===== src/rtl/cpu_pkg.sv =====
// Shared CPU front-end definitions: fetch FSM encoding, IF/ID payload,
// bubble word and the fetch address legality rule.
package cpu_pkg;

   typedef enum logic {
      S_RUN   = 1'b0,
      S_FAULT = 1'b1
   } fetch_state_t;

   typedef struct packed {
      logic [31:0] instr;
      logic [31:0] pc;
      logic [31:0] pc_plus4;
      logic        valid;
   } if_id_t;

   localparam logic [31:0] NOP_INSTR  = 32'h0000_0000;
   localparam logic [31:0] WORD_BYTES = 32'd4;

   // A fetch address must be word aligned and leave a full word inside memory.
   function automatic logic addr_legal(input logic [31:0] addr, input logic [31:0] depth);
      return (addr[1:0] == 2'b00) && (addr <= depth - WORD_BYTES);
   endfunction

endpackage


===== src/rtl/instruction_fetch_if.sv =====
// Fetch stage bus: pipeline control in, instruction memory port, IF/ID register out.
interface instruction_fetch_if;
   logic        stall;
   logic        flush;
   logic        redirect_valid;
   logic [31:0] redirect_pc;
   logic [31:0] imem_addr;
   logic [31:0] imem_instr;
   logic [31:0] if_id_instr;
   logic [31:0] if_id_pc;
   logic [31:0] if_id_pc_plus4;
   logic        if_id_valid;
   logic        fault;

   modport master (
      input  stall, flush, redirect_valid, redirect_pc, imem_instr,
      output imem_addr, if_id_instr, if_id_pc, if_id_pc_plus4, if_id_valid, fault
   );

   modport slave (
      output stall, flush, redirect_valid, redirect_pc, imem_instr,
      input  imem_addr, if_id_instr, if_id_pc, if_id_pc_plus4, if_id_valid, fault
   );
endinterface


===== src/rtl/instruction_fetch_pc_unit.sv =====
// Program counter register with sequential/redirect next-PC selection and
// legality flags for both the current PC and the redirect target.
module pc_unit
   import cpu_pkg::*;
#(
   parameter logic [31:0] RESET_PC   = 32'h0000_0000,
   parameter int unsigned IMEM_DEPTH = 100
) (
   input  logic        clk,
   input  logic        rst,
   input  logic        load,
   input  logic        advance,
   input  logic [31:0] target,
   output logic [31:0] pc,
   output logic [31:0] pc_plus4,
   output logic        pc_legal,
   output logic        target_legal
);

   localparam logic [31:0] DEPTH = 32'(IMEM_DEPTH);

   // Wraps modulo 2^32; a wrapped value is caught by the range check.
   assign pc_plus4     = pc + WORD_BYTES;
   assign pc_legal     = addr_legal(pc, DEPTH);
   assign target_legal = addr_legal(target, DEPTH);

   always_ff @(posedge clk) begin
      if (!rst) begin
         pc <= RESET_PC;
      end else if (load) begin
         pc <= target;
      end else if (advance) begin
         pc <= pc_plus4;
      end
   end

endmodule


===== src/rtl/instruction_fetch.sv =====
// Instruction fetch stage: drives the PC to instruction memory and captures
// the returned word into the IF/ID register; parks in FAULT on a bad address.
//
//   state   | meaning
//   S_RUN   | fetching; illegal PC seen here moves to S_FAULT
//   S_FAULT | PC frozen, IF/ID bubbled, waits for a legal redirect
module instruction_fetch
   import cpu_pkg::*;
#(
   parameter logic [31:0] RESET_PC   = 32'h0000_0000,
   parameter int unsigned IMEM_DEPTH = 100,
   parameter logic [31:0] NOP_WORD   = NOP_INSTR
) (
   input  logic               clk,
   input  logic               rst,
   instruction_fetch_if.master bus
);

   localparam if_id_t BUBBLE = '{instr: NOP_WORD, pc: 32'h0, pc_plus4: 32'h0, valid: 1'b0};

   fetch_state_t state;
   if_id_t       if_id;
   logic         fault_q;
   logic         pc_load;
   logic         pc_adv;
   logic         pc_legal;
   logic         target_legal;
   logic [31:0]  pc;
   logic [31:0]  pc_plus4;

   pc_unit #(
      .RESET_PC   (RESET_PC),
      .IMEM_DEPTH (IMEM_DEPTH)
   ) u_pc (
      .clk          (clk),
      .rst          (rst),
      .load         (pc_load),
      .advance      (pc_adv),
      .target       (bus.redirect_pc),
      .pc           (pc),
      .pc_plus4     (pc_plus4),
      .pc_legal     (pc_legal),
      .target_legal (target_legal)
   );

   assign bus.imem_addr      = pc;
   assign bus.if_id_instr    = if_id.instr;
   assign bus.if_id_pc       = if_id.pc;
   assign bus.if_id_pc_plus4 = if_id.pc_plus4;
   assign bus.if_id_valid    = if_id.valid;
   assign bus.fault          = fault_q;

   always_comb begin
      pc_load = 1'b0;
      pc_adv  = 1'b0;
      case (state)
         S_RUN: begin
            if (bus.redirect_valid) begin
               pc_load = 1'b1;
            end else if (pc_legal && !bus.stall) begin
               pc_adv = 1'b1;
            end
         end
         S_FAULT: pc_load = bus.redirect_valid && target_legal;
         default: pc_load = 1'b0;
      endcase
   end

   always_ff @(posedge clk) begin
      if (!rst) begin
         state   <= S_RUN;
         fault_q <= 1'b0;
         if_id   <= BUBBLE;
      end else begin
         case (state)
            S_RUN: begin
               if (bus.redirect_valid) begin
                  if_id <= BUBBLE;
               end else if (!pc_legal) begin
                  // The illegal PC was loaded last edge; its fetch never completes.
                  state   <= S_FAULT;
                  fault_q <= 1'b1;
                  if_id   <= BUBBLE;
               end else if (bus.stall) begin
                  if (bus.flush) if_id <= BUBBLE;
               end else if (bus.flush) begin
                  if_id <= BUBBLE;
               end else begin
                  if_id <= '{instr: bus.imem_instr, pc: pc, pc_plus4: pc_plus4, valid: 1'b1};
               end
            end
            S_FAULT: begin
               if_id <= BUBBLE;
               if (bus.redirect_valid && target_legal) begin
                  state   <= S_RUN;
                  fault_q <= 1'b0;
               end
            end
            default: begin
               state   <= S_RUN;
               fault_q <= 1'b0;
               if_id   <= BUBBLE;
            end
         endcase
      end
   end

endmodule


===== src/flat_wrapper.sv =====
// flat-port wrapper written by rule: the top's interface ports become plain ports
module instruction_fetch_flat import cpu_pkg::*;
#(
   parameter logic [31:0] RESET_PC   = 32'h0000_0000,
   parameter int unsigned IMEM_DEPTH = 100,
   parameter logic [31:0] NOP_WORD   = NOP_INSTR
)
  (clk, rst, bus_stall, bus_flush, bus_redirect_valid, bus_redirect_pc, bus_imem_instr, bus_imem_addr, bus_if_id_instr, bus_if_id_pc, bus_if_id_pc_plus4, bus_if_id_valid, bus_fault);
  instruction_fetch_if bus_i ();
  input  logic clk;
  input  logic rst;
  input wire logic [$bits(bus_i.stall)-1:0] bus_stall;
  input wire logic [$bits(bus_i.flush)-1:0] bus_flush;
  input wire logic [$bits(bus_i.redirect_valid)-1:0] bus_redirect_valid;
  input wire logic [$bits(bus_i.redirect_pc)-1:0] bus_redirect_pc;
  input wire logic [$bits(bus_i.imem_instr)-1:0] bus_imem_instr;
  output wire logic [$bits(bus_i.imem_addr)-1:0] bus_imem_addr;
  output wire logic [$bits(bus_i.if_id_instr)-1:0] bus_if_id_instr;
  output wire logic [$bits(bus_i.if_id_pc)-1:0] bus_if_id_pc;
  output wire logic [$bits(bus_i.if_id_pc_plus4)-1:0] bus_if_id_pc_plus4;
  output wire logic [$bits(bus_i.if_id_valid)-1:0] bus_if_id_valid;
  output wire logic [$bits(bus_i.fault)-1:0] bus_fault;
  assign bus_i.stall = bus_stall;
  assign bus_i.flush = bus_flush;
  assign bus_i.redirect_valid = bus_redirect_valid;
  assign bus_i.redirect_pc = bus_redirect_pc;
  assign bus_i.imem_instr = bus_imem_instr;
  assign bus_imem_addr = bus_i.imem_addr;
  assign bus_if_id_instr = bus_i.if_id_instr;
  assign bus_if_id_pc = bus_i.if_id_pc;
  assign bus_if_id_pc_plus4 = bus_i.if_id_pc_plus4;
  assign bus_if_id_valid = bus_i.if_id_valid;
  assign bus_fault = bus_i.fault;
  instruction_fetch #(.RESET_PC(RESET_PC), .IMEM_DEPTH(IMEM_DEPTH), .NOP_WORD(NOP_WORD)) u_core (.clk(clk), .rst(rst), .bus(bus_i));
endmodule

===== config.mk =====
export PLATFORM = sky130hd
export DESIGN_NAME = instruction_fetch_flat
export DESIGN_NICKNAME = d
export VERILOG_FILES = /design/src/rtl/cpu_pkg.sv /design/src/rtl/instruction_fetch_if.sv /design/src/rtl/instruction_fetch_pc_unit.sv /design/src/rtl/instruction_fetch.sv /design/src/flat_wrapper.sv
export SDC_FILE = /design/constraint.sdc
export NUM_CORES = 1
export LEC_CHECK = 0
export CELL_PAD_IN_SITES_DETAIL_PLACEMENT = 2
export CELL_PAD_IN_SITES_GLOBAL_PLACEMENT = 2
export CORE_ASPECT_RATIO = 1.2
export CORE_MARGIN = 2
export CORE_UTILIZATION = 22
export DETAILED_ROUTE_END_ITERATION = 10
export GPL_TIMING_DRIVEN = 0
export MAX_ROUTING_LAYER = met4
export PLACE_DENSITY_LB_ADDON = 0.1
export SYNTH_ARGS = -nofsm -noshare
export SYNTH_HDL_FRONTEND = slang
export SYNTH_SLANG_ARGS = --single-unit

===== constraint.sdc =====
create_clock -name clk -period 1.8 [get_ports clk]
set_input_delay 0.36 -clock clk [delete_from_list [all_inputs] [get_ports clk]]
set_output_delay 0.36 -clock clk [all_outputs]
set_load 0.005 [all_outputs]

# Word level (Yosys, flattened, before mapping)
# Cells that the tools add are included.
[word_totals]
regBits = 131
input_bits = 69
out_inout_bits = 130
word_cells = 45
[op_classes]
n_addsub = 1
order_cmp = 2
eq_ne = 4
n_mux = 21
bitwise_logic = 1
n_reduce_logical = 9
[ops]
columns = ["op", "n"]
rows = [
  ["2-to-1 mux 97 bit", 5],
  ["one-hot mux 97 bit (2 select lines)", 1],
  ["<= comparator 32 x 7 -> 1 bit, second input constant", 2],
  ["2-to-1 mux 32 bit", 2],
  ["adder 32 x 3 -> 32 bit, second input constant", 1],
  ["2-to-1 mux 1 bit", 10],
  ["!= test 2 bit, second input constant", 3],
  ["one-hot mux 1 bit (2 select lines)", 3],
  ["!= test 5 bit, second input constant", 1],
  ["logical AND 1 bit", 4],
  ["logical NOT 2 bit", 2],
  ["AND reduction 3 bit", 1],
  ["nonzero test 2 bit", 1],
  ["logical NOT 1 bit", 1],
  ["NOT 1 bit", 1],
]

# Longest topological paths before layout
[logic_depth]
ltp_word = 8
ltp_mapped = 9
mapped_depth_nobuf = 7

# Hierarchy
# From an unflattened synthesis, not the netlist that was laid out.
[unflattened]
hier_cells = 670
area_unflattened_um2 = 6288.5
[by_module_without_submodules]
columns = ["module", "n_inst", "cells_per_inst", "area_each_um2", "seq_area_each_um2"]
rows = [
  ["instruction_fetch", 1, 338, 3779.9, 1981.9],
  ["pc_unit", 1, 332, 2508.7, 640.6],
]

# Least setup slack after synthesis
# Ideal clock, no wire load.
[synth_timing]
kind = "register -> register"
start = "register u_core.u_pc.pc[2]"
end = "register u_core.u_pc.pc[2]"
arrival_ns = 1.899
slack_ns = -0.161
stages_incl_launch_ff = 9
path_buffers = 1
path_cell_list = "dfxtp_1 > inv_1 > ha_1 > nor2b_1 > o2111ai_2 > nor3_1 > buf_2 > or4_1 > nand3_1"
[synth_via]
elab_chain_cells = 7
elab_cells_between_ends = 10
classes_between = "add/sub: 1; order compare: 1; mux: 5; reduce/logical: 3"
[synth_lines]
columns = ["item", "line", "source"]
rows = [
  ["start, declared", "instruction_fetch_pc_unit.sv:14", "output logic [31:0] pc,"],
  ["start signal, assigned", "instruction_fetch_pc_unit.sv:31", "pc <= target;"],
  ["start signal, assigned", "instruction_fetch_pc_unit.sv:33", "pc <= pc_plus4;"],
  ["<= comparator 32 x 7 -> 1 bit", "cpu_pkg.sv:22", "return (addr[1:0] == 2'b00) && (addr <= depth - WORD_BYTES);"],
  ["logical AND 1 bit", "cpu_pkg.sv:22", ""],
  ["logical AND 1 bit", "instruction_fetch.sv:60", "end else if (pc_legal && !bus.stall) begin"],
  ["2-to-1 mux 1 bit", "instruction_fetch.sv:60", ""],
  ["2-to-1 mux 1 bit", "instruction_fetch.sv:58", "if (bus.redirect_valid) begin"],
  ["2-to-1 mux 1 bit", "instruction_fetch.sv:56", "case (state)"],
  ["nonzero test 2 bit (no source line)", "--", ""],
]
# Several ways; a longest one is shown, not always the timed one. The select of a mux whose other input is x is not followed.
# A chain may end at the register's enable or synchronous reset.

# Worst setup path in the final report
[layout_timing]
start = "register u_core.u_pc.pc[26]"
end = "register u_core.if_id (netlist bit u_core.bus.if_id_instr[20])"
[layout_via]
elab_chain_cells = 5
elab_cells_between_ends = 6
classes_between = "order compare: 1; eq/ne: 1; mux: 3; reduce/logical: 1"
[layout_lines]
columns = ["item", "line", "source"]
rows = [
  ["<= comparator 32 x 7 -> 1 bit (*)", "cpu_pkg.sv:22", ""],
  ["logical AND 1 bit (*)", "cpu_pkg.sv:22", ""],
  ["2-to-1 mux 97 bit", "instruction_fetch.sv:79", "end else if (!pc_legal) begin"],
  ["2-to-1 mux 97 bit", "instruction_fetch.sv:77", "if (bus.redirect_valid) begin"],
  ["one-hot mux 97 bit (2 select lines)", "instruction_fetch.sv:75", "case (state)"],
  ["end signal, assigned", "instruction_fetch.sv:89", "if_id <= '{instr: bus.imem_instr, pc: pc, pc_plus4: pc_plus4, valid: 1'b1};"],
  ["end, declared", "instruction_fetch.sv:22", "if_id_t if_id;"],
]
# Every way passes the cells marked *; elsewhere a longest branch is shown, timed or not.

==> metrics.csv <==
metric,value,unit
status,finished with violations,
failing checks,negative setup slack,
clock skew,11.8,ps
"antenna viol nets, final",0,
Slew headroom,66.7,%
share of cells above drive strength 1,28.2,%
Die Y,160,um
Synth Cell Area,4480,sq um
"delay-heaviest family, CP",simple AND/OR/NAND/NOR gates,
post-synthesis cell type count,38,
Post-Synth XOR/XNOR Area,0.587,%
Least-Margin Pin Slew,499,ps
critical-path maximum fanout,6,
VDD IR max,0.000649,V
Die X,134,um
final WL,18200,um
synth top area cells,"dfxtp_1 58%, and3_1 7.3%, a22oi_1 7.0%",
post-synthesis sequential element count,129,
Via density,4.42,
top_reg_cell synth,dfxtp_1,
antenna violations before repair,3,
Routed wire per std cell,19.0,um
clock buffer count from CTS,17,
area of the core,20100,sq um
"most common cell after layout, fill and taps aside",clkdlybuf4s50_1,
hpwl dp,12600,um
Total GRT Usage,16.6,%
cell taking the most area after synthesis,dfxtp_1,
Iter 0 DRT Violations,123,
ys async rst share,0,%
fin area,8470,sq um
DR vias,4235,
Layout area overhead,89.1,%
hold buffer count at cts,0,
post-synth top area share,57.7,%
Setup CP Type,reg2reg,
crit path DAT,2270,ps
Worst-Skew Late Latency,410,ps
placed cell areas,6840,sq um
Final setup viols,99,
Post-synth EDFFs,0,
# IOs,199,
Worst setup SP type,flip-flop,
largest net degree at the start of global routing,17,
Pre-antenna DRT Iters,4,
"Seq/Total Area, Yosys",57.7,%
most frequent cells in the layout,"163 x clkdlybuf4s50_1, 111 x dfxtp_1, 72 x nor2_1, 51 x and3_1, 37 x a22oi_2",
Num Clock Sinks,129,
worst endpoint required time,2140,ps
CP max-delay cell,dfxtp_4,
gpl congestion,0.766,
total negative slack,-7590,ps
sum of buffers and inverters on the critical path,4,
final core utilization,42.1,%
RSZ-0062 raised after global routing,yes,
final hold vios,0,
Static Leakage,3.38,nW
CTS root buffer,clkbuf_16,
Final period util,107,%
Congestion Overflow GR,0,
mux share of post-synthesis cell area,6.04,%
die area,21500,sq um
FMAX,520,MHz
Yosys warning total,0,
Post-Syn Area per Cell,10.7,sq um
Cell Rows,57,
Synth Area in Simple Gates,19.2,%
largest family of logic cells by synthesized area,simple AND/OR/NAND/NOR gates,
Synth Area in Compound Gates,10.4,%
H-tree depth,4,
hold crit path type,in2reg,
max-cap check violation count,0,
CTS tree,done,
adder-cell area share of the yosys netlist,0.559,%
Port Buf Inserts,198,
CP peak stage delay,350,ps
CTS max path bufs,2,
Clock Pin Slew Worst Setup and Hold Paths,60,ps
first-pass GRT wire length,26800,um
CP Cell Sequence,nor4_4 > nand4_2 > buf_6 > nor4_4 > buf_6 > buf_12 > clkbuf_16 > a22oi_2 > nor2_1,
setup ws final,-123,ps
Total Power,7.16,mW
Layout Nets,751,
FILL cells,2110,
max-slew violations,0,
P per Cell Area,846,nW/um^2
post-synthesis instance total,420,
Worst setup EP type,flip-flop,
Starting Density,22.3,%
# DRC,0,
vias in the first global route,4721,
fin crit period,1920,ps
Syn Nets,491,
==> registers in the layout, summed over array words and instances (netlist names) <==
register / flops
u_core.state: 1
u_core.bus.fault: 1
u_core.bus.if_id_valid: 1
u_core.u_pc.pc: 32
u_core.bus.if_id_pc_plus4: 30
u_core.bus.if_id_instr: 32
u_core.bus.if_id_pc: 32
==> tightest hold or removal path, stage by stage <==
cell and delay, ps:
clkbuf_2 110, mux2i_1 70, nor2_1 80
==> report_power, final <==
group	switching, mW	internal, mW	leakage [nW]	total (mW)
sequential	0.0700	2.91	1.05	2.98
clock	1.32	2.11	0.278	3.43
combinational	0.315	0.435	2.05	0.750
total	1.71	5.45	3.38	7.16
==> routing by layer <==
layer	global-route usage [%]	wire [um]	part of all wire, %
met2	30.1	10000	55
met5	-	0	0
met4	3.88	151	0.83
met1	17.7	7040	39
met3	4.86	985	5.4
==> cell type report <==
type / count / area (sq um) / area share, %
inverters: 5 / 23.8 / 0.281
well taps: 265 / 332 / 3.92
repair buffers: 242 / 2490 / 29.4
clock inverters: 11 / 131 / 1.55
clock buffers: 19 / 453 / 5.35
plain buffers: 33 / 337 / 3.97
multi-input cells: 252 / 2080 / 24.5
flip-flops and latches: 129 / 2620 / 30.9
diodes: 3 / 7.51 / 0.0887
==> Yosys cell counts (2+ instances only) <==
library cell  number
a21oi_1            3
a22o_1             3
a22oi_1           42
and3_1            52
buf_4              3
buf_6             12
clkbuf_1          18
dfxtp_1          129
ha_1               2
inv_1              5
mux2i_1           27
nand2_1            2
nand2b_1           2
nand3_1            6
nor2_1            72
nor3_1             4
nor3b_1            2
nor4_1            12
nor4_4             2
o21a_1             3
xnor2_1            2
==> path summary, 6_finish.rpt <==
check	from	to	slack [ps]	depth (start not counted)
max	u_core.u_pc.pc[26]$_SDFFE_PN0P_	u_core.bus.if_id_instr[20]$_SDFFE_PN0P_	-120	9
min	bus_redirect_pc[7]	u_core.u_pc.pc[7]$_SDFFE_PN0P_	240	3
max reg2reg	u_core.u_pc.pc[26]$_SDFFE_PN0P_	u_core.bus.if_id_instr[20]$_SDFFE_PN0P_	-120	9
min reg2reg	u_core.bus.if_id_pc[11]$_SDFFE_PN0P_	u_core.bus.if_id_pc[11]$_SDFFE_PN0P_	480	1
==> through the flow <==
step	std cells	hold WS, ps	worst slack (ps)
2_1_floorplan	420	465	-40.7
3_3_place_gp	883	468	-934
3_5_place_dp	883	465	-954
4_1_cts	944	313	-152
5_1_grt	959	236	-229
6_report	959	239	-123
==> cells by family after synthesis <==
family / Yosys count
compound gates: 59
xor+xnor: 3
fa+ha+maj: 2
buf+inv: 39
flops: 129
mux: 27
simple gates: 161
==> what timing repair did <==
| action | in CTS | in global routing |
|---|---|---|
| endpoints found under the setup margin | 129 | 131 |
| resized for setup | 107 | 93 |
| hold endpoints to repair | 0 | 0 |
| setup buffers | 27 | 7 |
| gates cloned | 5 | 6 |
| pin swaps | 25 | 30 |
Note: power is estimated with default switching activity, not from simulation.
